File: config.mk
export PLATFORM = sky130hd
export DESIGN_NAME = cp0_exc_ctrl
export DESIGN_NICKNAME = d
export VERILOG_FILES = /design/src/rtl/cp0_exc_ctrl.sv
export SDC_FILE = /design/constraint.sdc
export NUM_CORES = 1
export LEC_CHECK = 0
export CORE_MARGIN = 2
export CORE_UTILIZATION = 39
export CTS_BUF_LIST = sky130_fd_sc_hd__clkbuf_8
export DETAILED_ROUTE_END_ITERATION = 8
export GPL_TIMING_DRIVEN = 1
export HOLD_SLACK_MARGIN = 0.1
export PLACE_DENSITY_LB_ADDON = 0.05
export SYNTH_ARGS = -nofsm -noshare
export SYNTH_HDL_FRONTEND = slang
export SYNTH_SLANG_ARGS = --single-unit
File: constraint.sdc
create_clock -name clk -period 1.87 [get_ports clk]
set_clock_uncertainty 0.05 [all_clocks]
set_input_delay 0.374 -clock clk [delete_from_list [all_inputs] [get_ports clk]]
set_output_delay 0.374 -clock clk [all_outputs]
set_load 0.01 [all_outputs]
File: src/rtl/cp0_exc_ctrl.sv
// rtl/cp0_exc_ctrl.sv - CP0 SR/Cause/EPC with M-stage exception/interrupt redirect
// Optional: define CP0_PRID_EN for a read-only PRId at register 15.
module cp0_exc_ctrl #(
  parameter logic [5:0] IM_RST = 6'h00,
  parameter logic       IE_RST = 1'b0
) (
  input  logic        clk,
  input  logic        rst_n,
  input  logic        we,
  input  logic [4:0]  addr,
  input  logic [31:0] wdata,
  output logic [31:0] rdata,
  input  logic [31:0] pc_m,
  input  logic        bd_m,
  input  logic [4:0]  exc_code_m,
  input  logic [5:0]  hwint,
  input  logic        eret_m,
  output logic        req,
  output logic        eret_o,
  output logic [31:0] epc_o
);

  localparam logic [4:0] ADDR_SR    = 5'd12;
  localparam logic [4:0] ADDR_CAUSE = 5'd13;
  localparam logic [4:0] ADDR_EPC   = 5'd14;
`ifdef CP0_PRID_EN
  localparam logic [4:0]  ADDR_PRID = 5'd15;
  localparam logic [31:0] PRID_VAL  = 32'h0B0A_2024;
`endif

  logic [5:0]  im_q, im_d;
  logic        exl_q, exl_d;
  logic        ie_q, ie_d;
  logic        bd_q, bd_d;
  logic [5:0]  ip_q, ip_d;
  logic [4:0]  exc_code_q, exc_code_d;
  logic [31:0] epc_q, epc_d;

  logic        int_req;
  logic        exc_req;
  logic [31:0] sr;
  logic [31:0] cause;

  // Interrupts look at the live lines, not the sampled IP copy.
  assign int_req = (|(hwint & im_q)) & ie_q & ~exl_q;
  assign exc_req = (exc_code_m != 5'd0) & ~exl_q;
  assign req     = int_req | exc_req;
  assign eret_o  = eret_m & ~req;
  assign epc_o   = epc_q;

  assign sr    = {16'b0, im_q, 8'b0, exl_q, ie_q};
  assign cause = {bd_q, 15'b0, ip_q, 3'b0, exc_code_q, 2'b0};

  always_comb begin
    im_d       = im_q;
    exl_d      = exl_q;
    ie_d       = ie_q;
    bd_d       = bd_q;
    ip_d       = hwint;
    exc_code_d = exc_code_q;
    epc_d      = epc_q;

    if (we && !req) begin
      if (addr == ADDR_SR) begin
        im_d  = wdata[15:10];
        exl_d = wdata[1];
        ie_d  = wdata[0];
      end
      if (addr == ADDR_EPC) begin
        epc_d = wdata;
      end
    end

    if (eret_o) begin
      exl_d = 1'b0;
    end

    // A taken request squashes the M-stage instruction, so it overrides everything.
    if (req) begin
      exl_d      = 1'b1;
      exc_code_d = int_req ? 5'd0 : exc_code_m;
      bd_d       = bd_m;
      epc_d      = bd_m ? (pc_m - 32'd4) : pc_m;
    end
  end

  always_comb begin
    rdata = 32'd0;
    case (addr)
      ADDR_SR:    rdata = sr;
      ADDR_CAUSE: rdata = cause;
      ADDR_EPC:   rdata = epc_q;
`ifdef CP0_PRID_EN
      ADDR_PRID:  rdata = PRID_VAL;
`endif
      default:    rdata = 32'd0;
    endcase
  end

  always_ff @(posedge clk or negedge rst_n) begin
    if (!rst_n) begin
      im_q       <= IM_RST;
      exl_q      <= 1'b0;
      ie_q       <= IE_RST;
      bd_q       <= 1'b0;
      ip_q       <= 6'd0;
      exc_code_q <= 5'd0;
      epc_q      <= 32'd0;
    end else begin
      im_q       <= im_d;
      exl_q      <= exl_d;
      ie_q       <= ie_d;
      bd_q       <= bd_d;
      ip_q       <= ip_d;
      exc_code_q <= exc_code_d;
      epc_q      <= epc_d;
    end
  end

endmodule
==> impl_metrics.csv <==
group,metric,value,unit
floorplanning,ioPinCount,151,
detailed_routing,viasPerCell,5.74,
synth,synth_edf_count,0,
grt,grt_max_degree,39,
grt,grt_util_all_layers,0.278,
detailed_routing,ant_nets,0,
synth,ys.flop_type,"dfrtp_1",
floorplanning,core_area,8300,um2
floorplanning,die_h,97.2,um
power,vdd_ir_drop_max,0.658,mV
detailed_routing,routed_wl,14000,um
synth,async_flop_share,1.00,
synth,ys_seq_area_frac,0.384,
floorplanning,initial_core_util,0.408,
sta,timing.hold.ws,0.269,ns
setup_path,path_cells,"buf_6 > nand3b_1 > buf_6 > nor3b_4 > buf_6 > buf_6 > buf_6 > a22o_1 > buf_2",
detailed_routing,drt_iter0_drc,248,
power,p_seq_frac,0.322,
cts,cts.clk_slew.worst_paths,0.10,ns
setup_path,worstPathArrival,1.76,ns
setup_path,cpMostUsedCell,"buf_6",
worst_hold_path,hp-start,"hwint[1]",
finish,fin_util,0.803,
floorplanning,die-width,97.2,um
cts,ctsLongestPathBuffers,2,
detailed_routing,wl_per_cell,19.8,um
cts,htree_levels,2,
grt,grt.overflow.total,0,
setup_path,reg2reg_slack,-0.15,ns
placement,dp_hpwl,8950,um
power,p_switching,2.36,mW
setup_path,worstPathRequired,1.45,ns
finish,drive_above_1_share,0.425,
power,pwr-share-comb,0.567,
finish,area_growth,96.9,%
synth,synth.distinct_cells,42,
sta,min_period,2.18,ns
power,clkPwrFrac,0.111,
sta,rsz0062_at_grt,"true",
sta,slew_violations,0,
setup_path,cp_slowest_cell,"nor3b_4",
grt,grt_pass1_vias,4107,
run_status,outcome,"finished with violations",
power,switching_share,0.382,
power,finalPower,6.17,mW
cts,cts_tree,"built",
setup_path,crit-reg2reg-capture,"ie_q",
setup_path,worst_path_largest_cell_delay,0.27,ns
worst_hold_path,hold_depth,1,
synth,avgSynthCellArea,9.62,um2
sta,slew_headroom,0.687,
sta,hold_viol_final,0,
sta,tightest_slew,0.469,ns
grt,grt_pass1_wl,21200,um
sta,fin_ws,-0.310,ns
synth,ys_warn_count,0,
detailed_routing,num_vias,4068,
finish,fin_nets,688,
synth,synth_cells,352,
cts,clock_latency,0.32,ns
grt,antenna_found_initial,2,
power,p_int,3.81,mW
worst_hold_path,holdPathEnd,"ip_q[1]",
cts,cts_sinks,52,
finish,final_cell_mix,"buf_4, clkdlybuf4s50_1, dfrtp_1",
worst_hold_path,hp-class,"in2reg",
cts,numCtsBuffers,5,
sta,setup_violations,36,
placement,io_buffers,150,
synth,synth-seq-cells,52,
detailed_routing,dr.pass1.iters,7,
setup_path,worstSetupPathType,"in2out",
placement,globalplace.congestion,0.903,
finish,fill_cells,521,
power,cellPowerDensity,926,nW/um2
sta,finalCritPeriodShare,1.17,
detailed_routing,drcViolationCount,0,
setup_path,r2r_cells,7,
cts,cts-root-buf,"clkbuf_8",
floorplanning,die-area,9440,um2
job,cap_violations,0,
run_status,violations,"setup timing",
synth,synthesis.nets,438,
synth,synth_area,3380,um2
finish,final_common_cell,"buf_4",
sta,fmax,459,MHz
floorplanning,rows,33,
power,p_leak,2.93,nW
setup_path,critPathMaxFanout,4,
setup_path,worstReg2RegStart,"im_q[3]",
setup_path,cp-start-kind,"input pin",
setup_path,worst_setup_path_end_kind,"output port",
power groups by stage:
stage	clock network (mW)	registers (mW)	logic, mW
5_1_grt	0.720	2.05	3.73
2_1_floorplan	0	2.04	1.10
4_1_cts	0.685	1.96	2.88
6_report	0.686	1.99	3.49
3_3_place_gp	0	1.95	2.70
3_5_place_dp	0	1.97	2.74
layer usage:
layer	wire length, um	GRT usage	vias up
met2	7060	0.462	155
met4	283	0.0726	2
met5	13	0	-
met3	923	0.0640	29
met1	5760	0.367	2010
li1	-	-	1872
area by class of cell:
class                      count  area (um2)  area share
tap                          105         131      0.0197
multi-input combinational    263        2530       0.379
clock inverter                 3        21.3     0.00319
antenna                        1        2.50    0.000376
timing repair buffer         270        2570       0.386
sequential                    52        1300       0.195
inverter                      10        37.5     0.00563
clock buffer                   5        68.8      0.0103
critical path, delay by kind of cell:
| kind | cells | cell delay [ns] |
|---|---|---|
| AO/OA/AOI/OAI | 1 | 0.13 |
| buffers and inverters | 6 | 0.75 |
| AND/OR/NAND/NOR | 2 | 0.49 |
timing repair:
action                                  in CTS  in global routing
hold buffers                                 1                  0
pin swaps                                   42                 40
endpoints found under the setup margin      75                 64
resized for setup                          267                103
buffers inserted                            31                  9
endpoints found under the hold margin       16                  0
cloned                                       5                  0
worst max path at each step:
| stage | slack (ns) | startpoint | end |
|---|---|---|---|
| final | -0.31 | addr[4] | rdata[31] |
| after global routing | -0.39 | addr[4] | rdata[31] |
| after CTS | -0.28 | addr[2] | rdata[10] |
| after detailed placement | -0.85 | hwint[3] | eret_o |
| after global placement | -0.80 | addr[4] | rdata[10] |
| after floorplan | -0.11 | pc_m[20] | epc_o[24] |
flip-flops by register name (all words and copies together), names as in the netlist:
name        cells
im_q            6
ip_q            6
ie_q            1
exc_code_q      5
epc_o          32
bd_q            1
exl_q           1
logic make-up after synthesis:
family / count (synthesis) / synth area share
muxes: 34 / 0.105
AOI/OAI and AO/OA: 87 / 0.189
buffers and inverters: 37 / 0.0440
DFF: 52 / 0.384
adders and majority gates: 1 / 0.00370
and+or+nand+nor: 132 / 0.251
xor gates and xnor gates: 9 / 0.0233
per-stage QoR:
step           setup WS (ns)  setup TNS (ns)  instance area [um2]  std cells
2_1_floorplan         -0.105          -0.207                 3410        352
3_3_place_gp          -0.800          -47.21                 5590        662
3_5_place_dp          -0.846          -49.14                 5590        662
4_1_cts               -0.276           -5.28                 6130        706
5_1_grt               -0.387           -7.67                 6660        708
6_report              -0.310           -5.36                 6660        709
synthesized netlist by cell type (all sizes together), types with 6 or more instances:
cell | count | area [um2]
or3 | 11 | 68.8
or4 | 13 | 97.6
a21boi | 19 | 143
clkbuf | 24 | 90.1
o31ai | 12 | 90.1
a31oi | 20 | 125
nor2 | 10 | 37.5
a222oi | 6 | 60.1
nor3b | 8 | 65.1
and3 | 19 | 119
mux2 | 12 | 135
o21ai | 7 | 35.0
a22o | 8 | 70.1
and2 | 20 | 125
inv | 10 | 37.5
dfrtp | 52 | 1300
nor4 | 21 | 131
mux2i | 22 | 220
xor2 | 7 | 61.3
Note: power is estimated with default switching activity, not from simulation.
